$ cat src/rtl/fetch_queue_pkg.sv
// Shared definitions for the fetch queue.
// Holds the stored-entry layout {pc, instr, except, ds} and the NOP head value.
// The layout is packed MSB-first as pc | instr | except | ds, so ds sits at bit 0.
package fetch_queue_pkg;

  localparam int          PC_W      = 32;
  localparam logic [31:0] NOP_INSTR = 32'h0;

  // Entry width and field offsets as functions of the instance widths.
  function automatic int entry_w(input int data_w, input int exc_w);
    return PC_W + data_w + exc_w + 1;
  endfunction

  function automatic int exc_off();
    return 1;
  endfunction

  function automatic int instr_off(input int exc_w);
    return 1 + exc_w;
  endfunction

  function automatic int pc_off(input int data_w, input int exc_w);
    return 1 + exc_w + data_w;
  endfunction

  localparam int DS_OFF  = 0;
  localparam int ENTRY_W = entry_w(32, 8);  // width at default parameters

endpackage

$ cat src/rtl/fetch_queue_ram.sv
// fq_ram: DEPTH x W register array, one synchronous write port and one
// asynchronous read port. Contents are not reset.
//   clk     clock
//   we_i    write enable
//   waddr_i write index
//   wdata_i write data
//   raddr_i read index
//   rdata_o read data (combinational)
module fq_ram #(
  parameter int DEPTH = 4,
  parameter int W     = 73,
  localparam int AW   = $clog2(DEPTH)
) (
  input  logic          clk,
  input  logic          we_i,
  input  logic [AW-1:0] waddr_i,
  input  logic [W-1:0]  wdata_i,
  input  logic [AW-1:0] raddr_i,
  output logic [W-1:0]  rdata_o
);

  logic [W-1:0] mem_q [DEPTH];

  always_ff @(posedge clk) begin
    if (we_i) mem_q[waddr_i] <= wdata_i;
  end

  assign rdata_o = mem_q[raddr_i];

endmodule

$ cat src/rtl/fetch_queue.sv
// fetch_queue: first-word-fall-through instruction queue between IF and the
// if2id register. Stores {pc, instr, except, ds}; flushed on redirect.
//   clk, rst              clock, synchronous active-high reset
//   flush_i               drop all contents (wins over push/pop)
//   push_*_i/push_ready_o IF side valid/ready plus entry fields
//   pop_ready_i/pop_*_o   decode side; head forced to zero (NOP) when empty
//   count_o               occupancy, almost_full_o = count_o >= AF_LEVEL
module fetch_queue
  import fetch_queue_pkg::*;
#(
  parameter int DEPTH    = 4,
  parameter int DATA_W   = 32,
  parameter int EXC_W    = 8,
  parameter int AF_LEVEL = DEPTH - 1,
  localparam int AW      = $clog2(DEPTH),
  localparam int PW      = AW + 1
) (
  input  logic              clk,
  input  logic              rst,
  input  logic              flush_i,
  input  logic              push_valid_i,
  output logic              push_ready_o,
  input  logic [31:0]       push_pc_i,
  input  logic [DATA_W-1:0] push_instr_i,
  input  logic [EXC_W-1:0]  push_except_i,
  input  logic              push_ds_i,
  input  logic              pop_ready_i,
  output logic              pop_valid_o,
  output logic [31:0]       pop_pc_o,
  output logic [DATA_W-1:0] pop_instr_o,
  output logic [EXC_W-1:0]  pop_except_o,
  output logic              pop_ds_o,
  output logic [PW-1:0]     count_o,
  output logic              almost_full_o
);

  localparam int EW    = entry_w(DATA_W, EXC_W);
  localparam int EXO   = exc_off();
  localparam int INO   = instr_off(EXC_W);
  localparam int PCO   = pc_off(DATA_W, EXC_W);

  // Pointers carry one extra wrap bit so full and empty are distinguishable.
  logic [PW-1:0] rd_ptr_q, rd_ptr_d, wr_ptr_q, wr_ptr_d;
  logic          empty, full, push_fire, pop_fire;
  logic [EW-1:0] wdata, rdata;

  assign empty = (wr_ptr_q == rd_ptr_q);
  assign full  = (wr_ptr_q[AW-1:0] == rd_ptr_q[AW-1:0]) && (wr_ptr_q[AW] != rd_ptr_q[AW]);

  assign count_o       = wr_ptr_q - rd_ptr_q;
  assign almost_full_o = (count_o >= PW'(AF_LEVEL));

  // A full queue still accepts when decode drains the head in the same cycle.
  assign push_ready_o = !full || pop_ready_i;
  assign pop_valid_o  = !empty;

  assign push_fire = push_valid_i && push_ready_o && !flush_i;
  assign pop_fire  = pop_ready_i  && pop_valid_o  && !flush_i;

  assign wdata = {push_pc_i, push_instr_i, push_except_i, push_ds_i};

  fq_ram #(.DEPTH(DEPTH), .W(EW)) u_ram (
    .clk     (clk),
    .we_i    (push_fire),
    .waddr_i (wr_ptr_q[AW-1:0]),
    .wdata_i (wdata),
    .raddr_i (rd_ptr_q[AW-1:0]),
    .rdata_o (rdata)
  );

  // Head fields; stale storage is hidden behind a NOP when empty.
  assign pop_pc_o     = empty ? 32'h0           : rdata[PCO +: 32];
  assign pop_instr_o  = empty ? DATA_W'(NOP_INSTR) : rdata[INO +: DATA_W];
  assign pop_except_o = empty ? '0              : rdata[EXO +: EXC_W];
  assign pop_ds_o     = empty ? 1'b0            : rdata[DS_OFF];

  always_comb begin
    rd_ptr_d = rd_ptr_q;
    wr_ptr_d = wr_ptr_q;
    if (flush_i) begin
      rd_ptr_d = wr_ptr_q;  // discard everything, keep write position
    end else begin
      if (push_fire) wr_ptr_d = wr_ptr_q + PW'(1);
      if (pop_fire)  rd_ptr_d = rd_ptr_q + PW'(1);
    end
  end

  always_ff @(posedge clk) begin
    if (rst) begin
      rd_ptr_q <= '0;
      wr_ptr_q <= '0;
    end else begin
      rd_ptr_q <= rd_ptr_d;
      wr_ptr_q <= wr_ptr_d;
    end
  end

endmodule

$ cat config.mk
export PLATFORM = sky130hd
export DESIGN_NAME = fetch_queue
export DESIGN_NICKNAME = d
export VERILOG_FILES = /design/src/rtl/fetch_queue_pkg.sv /design/src/rtl/fetch_queue_ram.sv /design/src/rtl/fetch_queue.sv
export SDC_FILE = /design/constraint.sdc
export NUM_CORES = 1
export LEC_CHECK = 0
export ABC_AREA = 0
export CAP_MARGIN = 0
export CORE_MARGIN = 2
export CORE_UTILIZATION = 45
export DETAILED_ROUTE_END_ITERATION = 10
export PLACE_DENSITY = 0.67
export SYNTH_ARGS = -nofsm -noshare
export SYNTH_HDL_FRONTEND = slang
export SYNTH_HIERARCHICAL = 1
export SYNTH_SLANG_ARGS = --single-unit
$ cat constraint.sdc
create_clock -name clk -period 9.65 [get_ports clk]
set_input_delay 1.93 -clock clk [delete_from_list [all_inputs] [get_ports clk]]
set_output_delay 1.93 -clock clk [all_outputs]
set_load 0.03 [all_outputs]
# ---- Yosys cells after proc, flatten, opt, wreduce, memory -nomap -nowiden
# Memory sizes are Yosys's and may differ from the RTL's. A register that Yosys moved wholly into a read port is not among the register bits.
# Index checks and enable logic that the tools add are counted.
dict set report totals {
  regBits 6
  ram_bits 292
  in_bits 78
  output_inout_bits 79
  n_memories 1
}
dict set report classes {
  add_sub_neg 3
  n_lt_le_gt_ge 1
  eq_ne 3
  mux 10
  bitwise_logic 1
  reduce_logical 11
}
# name words width read_ports rd_clocked_by_memory_dff wr line_no
set mem_list {}
lappend mem_list {u_ram.mem_q 4 73 1 1 1 fetch_queue_ram.sv:22} ;# logic [W-1:0] mem_q [DEPTH];
# operator n
set op_table {}
lappend op_table {{32-bit 2-to-1 mux} 2}
lappend op_table {{8-bit 2-to-1 mux} 1}
lappend op_table {{3-bit by 1-bit adder with 3-bit output, second input constant} 2}
lappend op_table {{3-bit 2-to-1 mux} 2}
lappend op_table {{1-bit logical AND} 5}
lappend op_table {{2-bit 2-to-1 mux} 2}
lappend op_table {{3-bit equality test} 1}
lappend op_table {{3-bit by 2-bit >= comparator with 1-bit output, second input constant} 1}
lappend op_table {{1-bit logical NOT} 3}
lappend op_table {{1-bit 2-to-1 mux} 3}
lappend op_table {{3-bit subtractor} 1}
lappend op_table {{2-bit equality test} 1}
lappend op_table {{2-bit AND reduction} 1}
lappend op_table {{2-bit nonzero test} 1}
lappend op_table {{1-bit logical OR} 1}
lappend op_table {{1-bit != test} 1}
lappend op_table {{1-bit NOT} 1}

# ---- Longest topological paths before layout
# Gate-level depths: netlist (run 1).
dict set report logic_depth {
  ltp_word 8
  ltp_mapped 7
  depth_no_buf 6
}

# ---- Modules after synthesis
# Netlist (run 1), hierarchy kept.
# mod n_inst cells_per_inst area_per_inst_um2 seq_area_each_um2
set modules_own_cells {}
lappend modules_own_cells {fq_ram 1 385 10639.0 8768.4}
lappend modules_own_cells {fetch_queue 1 141 1057.3 120.1}

# ---- Least setup slack after synthesis (run 1)
# OpenSTA, ideal clock, no wires.
dict set report synth_path {
  path_kind {input port to flip-flop}
  from {in pop_ready_i}
  to {mem u_ram.mem_q[0][0] (enable)}
  t_arrival_ns 7.807
  required_time_ns 9.041
  path_slack_ns 1.234
  stages 3
  n_path_buf 0
  cell_sequence {and3b_1 > a21oi_1 > nor3b_1}
}
dict set report synth_via {
  elab_chain_cells 5
}
# item line_no
set synth_lines {}
lappend synth_lines {{start, declared} fetch_queue.sv:27} ;# input logic pop_ready_i,
lappend synth_lines {{1-bit logical OR} fetch_queue.sv:54} ;# assign push_ready_o = !full || pop_ready_i;
lappend synth_lines {{1-bit logical AND (2 in a row)} fetch_queue.sv:57} ;# assign push_fire = push_valid_i && push_ready_o && !flush_i;
lappend synth_lines {{via push_fire} fetch_queue.sv:44} ;# logic empty, full, push_fire, pop_fire;
lappend synth_lines {{1-bit 2-to-1 mux} fetch_queue_ram.sv:25} ;# if (we_i) mem_q[waddr_i] <= wdata_i;
lappend synth_lines {{1-bit 2-to-1 mux (implied by the code)} fetch_queue_ram.sv:25}
lappend synth_lines {{end, declared} fetch_queue_ram.sv:22}
# The timed path passes the listed nets, and every way through them passes these cells.

# ---- Worst setup path after layout (run 1)
dict set report layout_path {
  from {reg rd_ptr_q[1]}
  to {out pop_except_o[6]}
}
dict set report layout_via {
  elab_chain_cells 2
}
# item line_no
set layout_lines {}
lappend layout_lines {{start, declared} fetch_queue.sv:43} ;# logic [PW-1:0] rd_ptr_q, rd_ptr_d, wr_ptr_q, wr_ptr_d;
lappend layout_lines {{start signal, assigned} fetch_queue.sv:93} ;# rd_ptr_q <= rd_ptr_d;
lappend layout_lines {{3-bit equality test} fetch_queue.sv:47} ;# assign empty = (wr_ptr_q == rd_ptr_q);
lappend layout_lines {{8-bit 2-to-1 mux} fetch_queue.sv:74} ;# assign pop_except_o = empty ? '0 : rdata[EXO +: EXC_W];
lappend layout_lines {{end, declared} fetch_queue.sv:31} ;# output logic [EXC_W-1:0] pop_except_o,
# No other way between the ends.

==> flow_summary.toml, run 1 <==
[run_status]
status = "finished, final reports clean"

[route]
wire_per_inst_um = 20.6
ant_nets = 0
via_per_inst = 5.29
dr.pass1.iters = 4
drt_iter0_markers = 278
vias = 5571
drt-total-wl_um = 21700
drc = 0

[power_and_ir_drop]
leakagePower_nw = 4.53
p_per_area_nw_per_um2 = 215
max-vdd-ir-drop_mv = 0.126
p_sw_w = 0.000760
comb_power_share_pct = 16.8
power.share.sequential_pct = 47.4
p_int_w = 0.00235
power_frac_clock_pct = 35.8
sw_frac_of_total_pct = 24.5

[placed_design]
dp_hpwl_um = 12200
portBuffers = 156
dpl_cell_area_um2 = 13500
dp_slack_ns = 4.22
finalWeightedCongestion = 0.728

[logic_synthesis]
synth_nets = 609
syn_area_um2 = 11700
yosysWarnings = 6
async_reset_ff_share_pct = 0
synth.distinct_cells = 41
synth-edff-count = 292
synth_seq_cells = 298
synthCells = 526
ys_seq_area_share_pct = 76.0
synth_top_flop_cell = "edfxtp_1"
syn_area_per_cell_um2 = 22.2

[cts]
cts_tree = "yes"
postCtsSetupRepairBufs = 0
post_cts_resized = 0
hold_buffers = 0
cts_max_level = 1
cts_root_buf = "clkbuf_16"
clk_pin_slew_ns = 0.06
cts_made_buffers = 29
cts_max_path_buffers = 3
clock-sinks = 298
clk_latency_ns = 0.53

[hold_path]
hp-class = "flip-flop to flip-flop"

[floorplanning]
io_pins = 157
num_rows = 59
core_area_um2 = 25800
die_x_um = 165
dieArea_um2 = 27300
start_util_pct = 45.4
die_y_um = 165

[cells_and_area]
nets = 778
drive_gt1_share_pct = 20.5
syn2layout_area_growth_pct = 23.6
post-route-util_pct = 56.1
fin_area_um2 = 14500
fill_cells = 1925

[critical_path]
worst_setup_path_start_kind = "flip-flop"
worstSetupPathType = "flip-flop to output pin"
worstPathRequired_ns = 7.72
cp.arrival_ns = 3.66
end_kind = "output pin"
cp_max_fo = 74

[flow_run]
drv_cap = 0

[timing]
drv_slew = 0
timing.final.crit_share_pct = 57.9
fin_crit_ns = 5.59
timing.setup.tns_ns = 0
relSlewSlack_pct = 25.7
timing_worst_slew_pin_value_ns = 1.11
fin_hold_ws_ns = 0.650
fmax_mhz = 179
skew_ns = 0.00744
hold_viol = 0
final.setup.worst_slack_ns = 4.06
setup_viol = 0
rsz0062_at_grt = "no"

[global_route]
grt_pass1_wl_um = 33000
overflow = 0
antenna_found_initial = 0
track_usage_pct = 16.0
grt_max_degree = 75
grt_pass1_vias = 5977
[cell type report]
type / instances / area, um^2 / share of cell area (%)
Multi-Input combinational cell: 193 / 2520 / 17.4
Clock buffer: 32 / 737 / 5.10
Inverter: 9 / 33.8 / 0.234
Sequential cell: 298 / 8900 / 61.5
Timing Repair Buffer: 164 / 1620 / 11.2
Clock inverter: 21 / 223 / 1.54
Tap cell: 335 / 419 / 2.90
Antenna cell: 1 / 2.50 / 0.0173
[cells by family (layout without fill, tap and decap cells)]
| logic type | Yosys count | in the layout | synth area share (%) |
|---|---|---|---|
| and+or+nand+nor | 99 | 99 | 5.45 |
| adders and majority gates | 5 | 5 | 0.599 |
| DFF | 298 | 298 | 76.0 |
| muxes | 76 | 76 | 14.4 |
| buffers and inverters | 35 | 226 | 2.66 |
| AOI/OAI and AO/OA | 10 | 10 | 0.642 |
| xor gates and xnor gates | 3 | 3 | 0.289 |
| other | 0 | 1 | 0 |
[final timing paths]
| path | from | endpoint | slack (ns) | depth (start not counted) |
|---|---|---|---|---|
| max | rd_ptr_q[1]$_SDFFE_PP0P_ | pop_except_o[6] | 4.06 | 7 |
| min | wr_ptr_q[1]$_SDFFE_PP0P_ | wr_ptr_q[1]$_SDFFE_PP0P_ | 0.65 | 2 |
| max reg2reg | rd_ptr_q[1]$_SDFFE_PP0P_ | u_ram/mem_q[2][68]$_DFFE_PP_ | 6.07 | 6 |
| min reg2reg | wr_ptr_q[1]$_SDFFE_PP0P_ | wr_ptr_q[1]$_SDFFE_PP0P_ | 0.65 | 2 |
[stage by stage]
step	cells	total power [W]
2_1_floorplan	526	0.00184
5_1_grt	1052	0.00323
6_report	1053	0.00311
4_1_cts	1052	0.00315
3_5_place_dp	999	0.00203
3_3_place_gp	999	0.00202
[cells in the mapped netlist (2+ instances only)]
master    count  area share, %
a21oi_1       2          0.086
buf_12        7            1.2
buf_6         7           0.67
edfxtp_1    292             75
inv_1         9           0.29
nor2b_1      64            3.4
mux2_2        2           0.19
dfxtp_1       6            1.0
nor2b_2      10           0.75
nor4_1        2           0.11
nor3_1        2          0.086
buf_2         7           0.30
nor2_1        5           0.16
nand2b_1      4           0.21
mux4_2       72             14
nand2_1       3          0.096
ha_1          4           0.43
clkbuf_1      3          0.096
and3b_1       3           0.22
[power groups by stage]
stage | combinational (W) | clock, W | sequential (W)
2_1_floorplan | 0.000349 | 0 | 0.00149
3_3_place_gp | 0.000525 | 0 | 0.00150
3_5_place_dp | 0.000530 | 0 | 0.00150
4_1_cts | 0.000533 | 0.00114 | 0.00147
5_1_grt | 0.000558 | 0.00120 | 0.00148
6_report | 0.000523 | 0.00111 | 0.00147
[cell usage in the layout, fill, tap and decap left out, types with 2 or more instances in the layout]
cell type / Yosys / layout
a21oi_1: 2 / 2
and3b_4: 0 / 2
buf_4: 1 / 8
bufinv_16: 0 / 4
clkbuf_1: 3 / 3
clkbuf_16: 0 / 29
clkdlybuf4s50_1: 0 / 156
clkinv_1: 0 / 4
clkinv_2: 0 / 5
clkinvlp_4: 0 / 6
dfxtp_1: 6 / 4
dfxtp_4: 0 / 2
edfxtp_1: 292 / 292
ha_1: 4 / 4
inv_1: 9 / 9
mux2_2: 2 / 2
mux4_2: 72 / 72
nand2_1: 3 / 3
nand2b_1: 4 / 4
nor2_1: 5 / 4
nor2b_1: 64 / 64
nor2b_2: 10 / 10
nor3_1: 2 / 2
nor4_1: 2 / 2
[metal layers]
metal  vias up  GRT usage, %  part of all wire, %
li1       2479             -                    -
met1      2918          21.1                   41
met2       146          27.6                   52
met3        28          2.72                  5.2
met4         0          4.31                  1.7
met5         -             0                    0
[state kept, by name (all words and copies together) (netlist names)]
name and cells:
u_ram/mem_q 292, wr_ptr_q 3, rd_ptr_q 3
[worst max-delay path, cell delays in order, from the launching register on]
cell and delay (ns):
dfxtp_4 0.65, inv_1 0.16, ha_1 0.35, nand2_1 0.19, nor2_4 0.12, buf_4 0.77, nor2b_1 0.20, clkdlybuf4s50_1 0.65
Note: power is estimated with default switching activity, not from simulation.
==> inputs of run 2 (changes only) <==
- clock period: 9.65 -> 5.7 ns (I/O delays scaled with it)
==> run 2 against run 1 <==
Setup slack worse by 2.8 ns. Register-to-register slack worse by 3.5 ns. Sequential power up 68%. Wire length down 2.7%. Flip-flop and latch count unchanged. First-iteration DRC count down 8.6%. Critical path type unchanged.
==> flow_summary.toml, run 2 (same netlist as run 1, synthesis figures left out) <==
[run_status]
status = "finished, final reports clean"

[floorplanning]
io_pins = 157
num_rows = 59
die_x_um = 165
dieArea_um2 = 27300
core_area_um2 = 25800
start_util_pct = 45.4
die_y_um = 165

[timing]
drv_slew = 0
relSlewSlack_pct = 25.4
setup_viol = 0
fin_crit_ns = 4.41
timing.final.crit_share_pct = 77.4
rsz0062_at_grt = "no"
fin_hold_ws_ns = 0.665
skew_ns = 0.0133
hold_viol = 0
timing_worst_slew_pin_value_ns = 1.12
timing.setup.tns_ns = 0
fmax_mhz = 227

[cts]
cts_tree = "yes"
cts_max_path_buffers = 3
post_cts_resized = 0
cts_root_buf = "clkbuf_16"
clk_latency_ns = 0.53
clock-sinks = 298
postCtsSetupRepairBufs = 0
cts_made_buffers = 28
cts_max_level = 1
hold_buffers = 0
clk_pin_slew_ns = 0.06

[critical_path]
endpoint = "pop_instr_o[25]"
r2r_slack_ns = 2.57
worstSetupPathType = "flip-flop to output pin"
cp.depth = 7
end_kind = "output pin"
slowest_delay_ns = 0.60
r2r_end = "u_ram/mem_q[3][14]$_DFFE_PP_"
cp_max_fo = 55
cp.arrival_ns = 3.27
rr_startpoint = "wr_ptr_q[0]$_SDFFE_PP0P_"
critPathBufInv = 3
crit_path_cell_trace = "inv_1 -> ha_1 -> nand2_1 -> nor2_4 -> buf_12 -> nor2b_1 -> clkdlybuf4s50_1"
worst_setup_path_start_kind = "flip-flop"
crit_family = "buffers and inverters"
crit_slowest_cell = "clkdlybuf4s50_1"
r2r_cells = 6
worstPathRequired_ns = 4.56
startpoint = "wr_ptr_q[0]$_SDFFE_PP0P_"

[global_route]
antenna_found_initial = 1
grt_pass1_wl_um = 32100
grt_max_degree = 77
track_usage_pct = 15.6
overflow = 0
grt_pass1_vias = 5849

[placed_design]
dp_hpwl_um = 12600
dp.cells = 1003
portBuffers = 156
finalWeightedCongestion = 0.754

[route]
drt_iter0_markers = 254
vias = 5494
ant_nets = 0
wire_per_inst_um = 20.1
dr.pass1.iters = 4
drc = 0
drt-total-wl_um = 21100
via_per_inst = 5.23

[cells_and_area]
nets = 781
top_regs = "u_ram/mem_q (292), rd_ptr_q (3), wr_ptr_q (3)"
fill_cells = 1917
post-route-util_pct = 56.2
final_common_cell = "edfxtp_1"
syn2layout_area_growth_pct = 23.8
largest_reg_flops = 292
stdcell_count = 1051
diodes = 0
regMostFlops = "u_ram/mem_q"
drive_gt1_share_pct = 20.4
final_cell_mix = "292 x edfxtp_1, 156 x clkdlybuf4s50_1, 72 x mux4_2"

[power_and_ir_drop]
p_per_area_nw_per_um2 = 363
leakagePower_nw = 4.57
power.total_w = 0.00526
max-vdd-ir-drop_mv = 0.179

[hold_path]
hp-class = "flip-flop to flip-flop"

[flow_run]
drv_cap = 0
-- run 2: worst min-delay path, cell delays in order, from the launching register on --
cell,delay [ns]
dfxtp_1,0.36
nor2_1,0.13
mux2_2,0.14
-- run 2: through the flow --
step	setup slack [ns]	cell area, um^2
floorplan	0.672	11700
global placement	1.81	13500
detailed placement	1.72	13500
CTS	1.19	14500
global route	1.03	14500
finish	1.29	14500
-- run 2: cell type report --
class / count / area (um^2) / area share (%)
Timing Repair Buffer: 168 / 1660 / 11.5
Sequential cell: 298 / 8900 / 61.4
Clock buffer: 33 / 741 / 5.12
Tap cell: 335 / 419 / 2.89
Clock inverter: 15 / 199 / 1.37
Inverter: 9 / 33.8 / 0.233
Multi-Input combinational cell: 193 / 2530 / 17.5
-- run 2: where the power goes --
group / leakage, nW / switching [W] / internal (W) / total, W
registers: 2.70 / 0.0000157 / 0.00246 / 0.00247
logic: 1.40 / 0.000497 / 0.000408 / 0.000906
clock network: 0.461 / 0.000730 / 0.00115 / 0.00188
total: 4.57 / 0.00124 / 0.00401 / 0.00526
-- run 2: worst min-delay path by stage --
stage | start | end | slack (ns) | cells past startpoint
4_1_cts | wr_ptr_q[2]$_SDFFE_PP0P_ | wr_ptr_q[2]$_SDFFE_PP0P_ | 0.64 | 2
6_report | wr_ptr_q[2]$_SDFFE_PP0P_ | wr_ptr_q[2]$_SDFFE_PP0P_ | 0.66 | 2
3_3_place_gp | wr_ptr_q[2]$_SDFFE_PP0P_ | wr_ptr_q[2]$_SDFFE_PP0P_ | 0.61 | 2
3_5_place_dp | wr_ptr_q[2]$_SDFFE_PP0P_ | wr_ptr_q[2]$_SDFFE_PP0P_ | 0.63 | 2
2_1_floorplan | wr_ptr_q[1]$_SDFFE_PP0P_ | wr_ptr_q[1]$_SDFFE_PP0P_ | 0.56 | 2
5_1_grt | wr_ptr_q[2]$_SDFFE_PP0P_ | wr_ptr_q[2]$_SDFFE_PP0P_ | 0.69 | 2
-- run 2: layer usage --
| layer | share of wire [%] | vias up | track usage (%) |
|---|---|---|---|
| li1 | - | 2475 | - |
| met1 | 42 | 2837 | 20.1 |
| met2 | 51 | 150 | 27.2 |
| met3 | 5.4 | 30 | 2.97 |
| met4 | 1.8 | 2 | 3.99 |
| met5 | 0.062 | - | 0 |
